==> src/rtl/sw_debounce.sv <==
// Switch-bank conditioner: two-flop synchronizer, per-bit stability counter,
// settle flag after reset and a registered change strobe with bit mask.
module sw_debounce #(
  parameter int N               = 10,
  parameter int DEBOUNCE_CYCLES = 500000
) (
  input  logic         clk,
  input  logic         rst_n,
  input  logic [N-1:0] sw_raw,
  output logic [N-1:0] sw,
  output logic         sw_valid,
  output logic         changed,
  output logic [N-1:0] changed_mask
);

  localparam int CNT_W = (DEBOUNCE_CYCLES > 1) ? $clog2(DEBOUNCE_CYCLES) : 1;
  localparam int ST_W  = $clog2(DEBOUNCE_CYCLES + 3);
  localparam logic [CNT_W-1:0] CNT_MAX = CNT_W'(DEBOUNCE_CYCLES - 1);
  localparam logic [ST_W-1:0]  ST_MAX  = ST_W'(DEBOUNCE_CYCLES + 2);

  logic [N-1:0]     s1_p0;
  logic [N-1:0]     s2_p1;
  logic [CNT_W-1:0] cnt [N];
  logic [N-1:0]     mis;
  logic [N-1:0]     upd;
  logic [N-1:0]     upd_p2;
  logic [ST_W-1:0]  st;

  function automatic logic [ST_W-1:0] st_sat_inc(input logic [ST_W-1:0] v);
    return (v == ST_MAX) ? v : v + ST_W'(1);
  endfunction

  function automatic logic [CNT_W-1:0] cnt_next(input logic [CNT_W-1:0] v,
                                                input logic m);
    if (!m || v == CNT_MAX) return '0;
    return v + CNT_W'(1);
  endfunction

  // Stage 0/1: metastability synchronizer
  always_ff @(posedge clk or negedge rst_n) begin
    if (!rst_n) begin
      s1_p0 <= '0;
      s2_p1 <= '0;
    end else begin
      s1_p0 <= sw_raw;
      s2_p1 <= s1_p0;
    end
  end

  always_comb begin
    mis = s2_p1 ^ sw;
    upd = '0;
    for (int i = 0; i < N; i++) upd[i] = mis[i] && (cnt[i] == CNT_MAX);
  end

  // Stage 2: per-bit stability counters and debounced levels
  always_ff @(posedge clk or negedge rst_n) begin
    if (!rst_n) begin
      for (int i = 0; i < N; i++) cnt[i] <= '0;
      sw     <= '0;
      upd_p2 <= '0;
    end else begin
      for (int i = 0; i < N; i++) cnt[i] <= cnt_next(cnt[i], mis[i]);
      sw     <= (sw & ~upd) | (s2_p1 & upd);
      upd_p2 <= upd;
    end
  end

  // Stage 3: settle flag and change strobe; strobe trails the sw update by one edge
  always_ff @(posedge clk or negedge rst_n) begin
    if (!rst_n) begin
      st           <= '0;
      sw_valid     <= 1'b0;
      changed      <= 1'b0;
      changed_mask <= '0;
    end else begin
      st <= st_sat_inc(st);
      if (!sw_valid && st == ST_MAX && mis == '0 && upd == '0) sw_valid <= 1'b1;
      changed      <= sw_valid && (upd_p2 != '0);
      changed_mask <= sw_valid ? upd_p2 : '0;
    end
  end

endmodule
==> config.mk <==
export PLATFORM = sky130hd
export DESIGN_NAME = sw_debounce
export DESIGN_NICKNAME = d
export VERILOG_FILES = /design/src/rtl/sw_debounce.sv
export SDC_FILE = /design/constraint.sdc
export NUM_CORES = 1
export LEC_CHECK = 0
export CORE_ASPECT_RATIO = 1.75
export CORE_UTILIZATION = 64
export CTS_CLUSTER_SIZE = 14
export DETAILED_ROUTE_END_ITERATION = 10
export DONT_BUFFER_PORTS = 1
export PLACE_DENSITY_LB_ADDON = 0.25
export SYNTH_ARGS = -nofsm -noshare
export SYNTH_HDL_FRONTEND = slang
export SYNTH_SLANG_ARGS = --single-unit
==> constraint.sdc <==
create_clock -name clk -period 3 [get_ports clk]
set_clock_uncertainty 0.15 [all_clocks]
set_input_delay 0.6 -clock clk [delete_from_list [all_inputs] [get_ports clk]]
set_output_delay 0.6 -clock clk [all_outputs]
set_load 0.1 [all_outputs]
# Word level (Yosys, flattened, before mapping)
# Cells that the tools add are included.
# W data, S select, Z words.
[word_totals]
ff_bits = 261
latch_bits = 0
mem_bits_rw = 0
mem_bits_ro = 0
in_bits = 12
out_inout_bits = 22
memories = 0
[op_classes]
n_addsub = 11
n_mul = 0
n_div = 0
order_cmp = 0
eq_ne = 11
n_shift = 0
muxes = 31
n_bitwise = 5
n_reduce_logical = 38
[op_table]
columns = ["cell", "n"]
rows = [
  ["$mux W19", 20],
  ["$add A19 B1 Y19 const B", 11],
  ["$eq A19 B19 Y1 const B", 11],
  ["$and A10 B10 Y10", 2],
  ["$logic_not A10 Y1", 2],
  ["$logic_and A1 B1 Y1", 14],
  ["$logic_not A1 Y1", 11],
  ["$logic_or A1 B1 Y1", 10],
  ["$mux W1", 10],
  ["$mux W10", 1],
  ["$not A10 Y10", 1],
  ["$or A10 B10 Y10", 1],
  ["$reduce_bool A10 Y1", 1],
  ["$xor A10 B10 Y10", 1],
]

# Logic depth before layout (Yosys ltp)
[depth]
ltp_word = 5
mapped_depth = 6
ltp_nobuf = 5

# Worst setup path after synthesis
# Ideal clock, no wire load.
[synth_timing]
path_type = "register -> register"
start = "register cnt[152] in the netlist's numbering"
end = "register with a tool-made name"
arrival_time_ns = 1.791
setup_slack_ns = 0.933
path_stages_with_launch = 5
path_buffers = 0
path_cell_list = "dfrtp_1 ha_1 nand4_1 or4_4 mux2_4"
[synth_rtl]
columns = ["item", "line_no", "rtl"]
rows = [
  ["start, declared", "23", "logic [CNT_W-1:0] cnt [N];"],
]

# Worst setup path in the final report
[layout_timing]
start = "register cnt[95] in the netlist's numbering"
end = "register cnt[99] in the netlist's numbering"
[layout_via]
elab_chain_len = 4
[layout_rtl]
columns = ["item", "line_no", "rtl"]
rows = [
  ["branches (longest 3 deep; another with $add A19 B1 Y19)", "n/a", ""],
  ["$mux W19 *", "36", "return v + CNT_W'(1);"],
]
# Mark *: on every way between the ends.
# A chain may end at the register's enable or synchronous reset.

==> results by group <==
Clock tree
  – CTS tree: yes
  – Clock transition at the registers of the reported paths: 0.07 ns
  – Root Driver: clkbuf_16
  – Setup Buffers After CTS: 0
  – Clock sink count: 261
  – Total CTS buffers: 25
  – Worst skew pair latency: 0.53 ns
  – H-tree Lvls: 1
  – CTS hold repair buffers: 10
  – Post-CTS sizing: 0
  – Max Buffers Root-to-Sink: 3

Critical path
  – Worst path slowest cell: o41ai_4
  – Worst setup path endpoint: cnt[99]
  – Worst Reg2Reg Path Length in Cells: 5
  – FF-to-FF Start: cnt[95]
  – CP Launch Point: cnt[95]
  – Setup crit start kind: register
  – Crit-path cells: ha_1 > nand4_1 > o41ai_4 > buf_4 > nor2_1
  – Kind of end point of the critical path: register
  – Required @ worst endpoint: ~3.3 ns
  – CP arrival: roughly 2.6 ns
  – Crit path max fanout: 10
  – CP top delay family: compound AO/OA/AOI/OAI gates
  – Critical path depth: 5
  – CP bufs+invs: 1
  – R2r endpoint: cnt[99]
  – Slowest Stage Delay on Critical Path: 0.67 ns
  – Worst reg-to-reg setup slack: 0.68 ns
  – Critical path class: register to register

Synth
  – Synth top area cells: dfrtp_1 53%, xnor2_1 9.6%, nor2_1 6.2%
  – Area share of the largest cell type after synthesis: 53.30%
  – Synth warn: 0
  – Async SR Flop Fraction: 100.0%
  – Post-Syn Area: ~12000 µm²
  – Yosys cell types: 52
  – Most used DFF post-synth: dfrtp_1
  – Syn Nets: ~1200
  – Avg Synthesized Cell Area: 10.30 µm²
  – Sequential area share after synthesis: a little over half
  – Number of synthesized flops with an enable pin: 0
  – Yosys reg bits: about 260
  – Synth area leader: dfrtp_1
  – Synth Instances: ~1200

Routing
  – Final ANT Viol Nets: 0
  – First-pass DRT Iterations: 5
  – Via count: ~8800
  – Vias/cell: approximately 5.9
  – Routed WL per cell: approximately 16 µm
  – Drt drc: 0
  – Final WL: roughly 24 mm
  – Detailed Route Iter0 Violations: 457

GRT
  – First-pass GRT wire length: between 40 and 50 mm
  – Initial antenna violation count: 0
  – Total congestion overflow: 0
  – GRT Overall Usage: between 20% and 30%
  – Largest net degree at the start of global routing: between 200 and 300
  – Vias in the first global route: 8973

Outcome
  – Status: finished with violations
  – Violations in the final reports: negative hold slack

Timing
  – Worst-margin pin slew: approximately 1.0 ns
  – # setup viols final: 0
  – Final Hold Viols: approximately 260
  – Slew Viols, Final: 0
  – FMAX: approximately 430 MHz
  – RSZ-0062 raised after global routing: no
  – WHS: -0.3778 ns
  – Tcrit/Tclk final: approximately 77%
  – Rel. slew slack: between 30% and 40%
  – Fin crit period: ~2.3 ns
  – TNS Setup: 0 ns

Placed design
  – Placer Congestion: ~0.85
  – DPL Wire Length: around 16 mm
  – I/O Buffers: 0
  – Placed Cells incl. Taps: approximately 1400

Floorplan
  – Starting Density: about 66%
  – Num ports: 34
  – Die Area: ~20000 µm²
  – Chip Width: between 100 and 150 µm
  – Row count: 66
  – Die Y: 185.1 µm
  – Total core area: approximately 19000 µm²

Power and ir drop
  – Power Dens Cells: 511.2 nW/µm²
  – Max VDD drop: 0.6830 mV
  – Leak pwr: 5.416 nW

Cells and area
  – Antenna diode count: 0
  – Layout cell share with drive strength beyond 1: under 10%
  – Non-filler instance count after layout: 1480
  – Fin util: between 70% and 80%
  – Final-stage net count: approximately 1300
  – Area delta synth->final: 10.48%

Job
  – Maxcap violations: 0

Min path
  – Hold Path Class: input port to asynchronous set/reset pin
-- where the power goes --
part | leakage (nW) | switching, W | internal, W
sequential | 3.56 | 0.0000470 | 0.00357
clock | 0.410 | 0.00131 | 0.00185
combinational | 1.44 | 0.0000810 | 0.0000640
total | 5.42 | 0.00144 | 0.00548
-- synth_stat cells (8+ instances only) --
cell,number
o21ai_0,15
inv_1,37
nor4_1,52
nor3_1,43
a21oi_1,30
buf_2,8
ha_1,12
nand2_1,59
clkbuf_1,13
or2_2,10
nand4_1,61
and3_1,11
nor2_1,201
dfrtp_1,261
xor2_1,36
xnor2_1,134
and2_1,10
or3_1,11
nand3_1,75
or4_1,13
-- sequential cells by signal, summed over array words and instances, names as in the netlist, named ones only --
name / count
changed: 1
changed_mask: 10
cnt: 190
s1_p0: 10
s2_p1: 10
st: 19
sw_valid: 1
upd_p2: 10
-- layout by cell type, fill, tap and decap left out, types with 36 or more instances in the layout --
cell | netlist | routed
nor4_1 | 52 | 52
xor2_1 | 36 | 36
nand3_1 | 75 | 75
nor3_1 | 43 | 43
nand4_1 | 61 | 61
nor2_1 | 201 | 201
dfrtp_1 | 261 | 261
nand2_1 | 59 | 59
xnor2_1 | 134 | 134
inv_1 | 37 | 37
-- worst min path at each step --
stage                     startpoint                          to  cells past startpoint
after detailed placement       rst_n                    cnt[144]                      0
after CTS                      rst_n                    cnt[111]                      0
after global routing           rst_n                    cnt[147]                      0
after floorplan                rst_n  asynchronous set/reset pin                      0
final                          rst_n                    cnt[144]                      0
after global placement         rst_n                    cnt[145]                      0
-- area by class of cell --
type	instances	area (µm²)
tap	238	297.8
timing repair buffer	34	280.3
clock buffer	30	674.4
clock inverter	12	142.6
inverter	37	138.9
fill	1392	5125
sequential	261	6531
multi-input combinational	868	5473
-- per-layer routing --
metal  global-route usage [%]  routed length, µm  vias to the layer above  part of all wire, %
met3                    3.483                815                       50                  3.4
met5                        0                  0                        -                    0
met4                    8.603                662                        0                  2.8
li1                         -                  -                     4261                    -
met2                    48.13              13060                      132                   54
met1                    29.44               9423                     4348                   39
-- cell families (layout without fill, tap and decap cells) --
logic type               Yosys count  count (layout)  share of synthesized area, %
AO/OA/AOI/OAI                     75              75                         4.748
XOR/XNOR                         170             170                         12.15
adder cells (fa/ha/maj)           12              12                         1.225
buffers and inverters             61             113                         2.042
flip-flops                       261             261                         53.30
multiplexers                      15              15                         1.419
AND/OR/NAND/NOR                  596             596                         25.12
-- metrics by stage --
stage | instance area, µm² | power (W) | setup WS (ns)
6_report | 13540 | 0.006921 | 0.6840
3_3_place_gp | 12620 | 0.003807 | 0.7815
2_1_floorplan | 12250 | 0.003771 | 0.9327
4_1_cts | 13540 | 0.006988 | 0.6738
3_5_place_dp | 12620 | 0.003814 | 0.7141
5_1_grt | 13540 | 0.007139 | 0.5204
(Power assumes the default switching activity.)
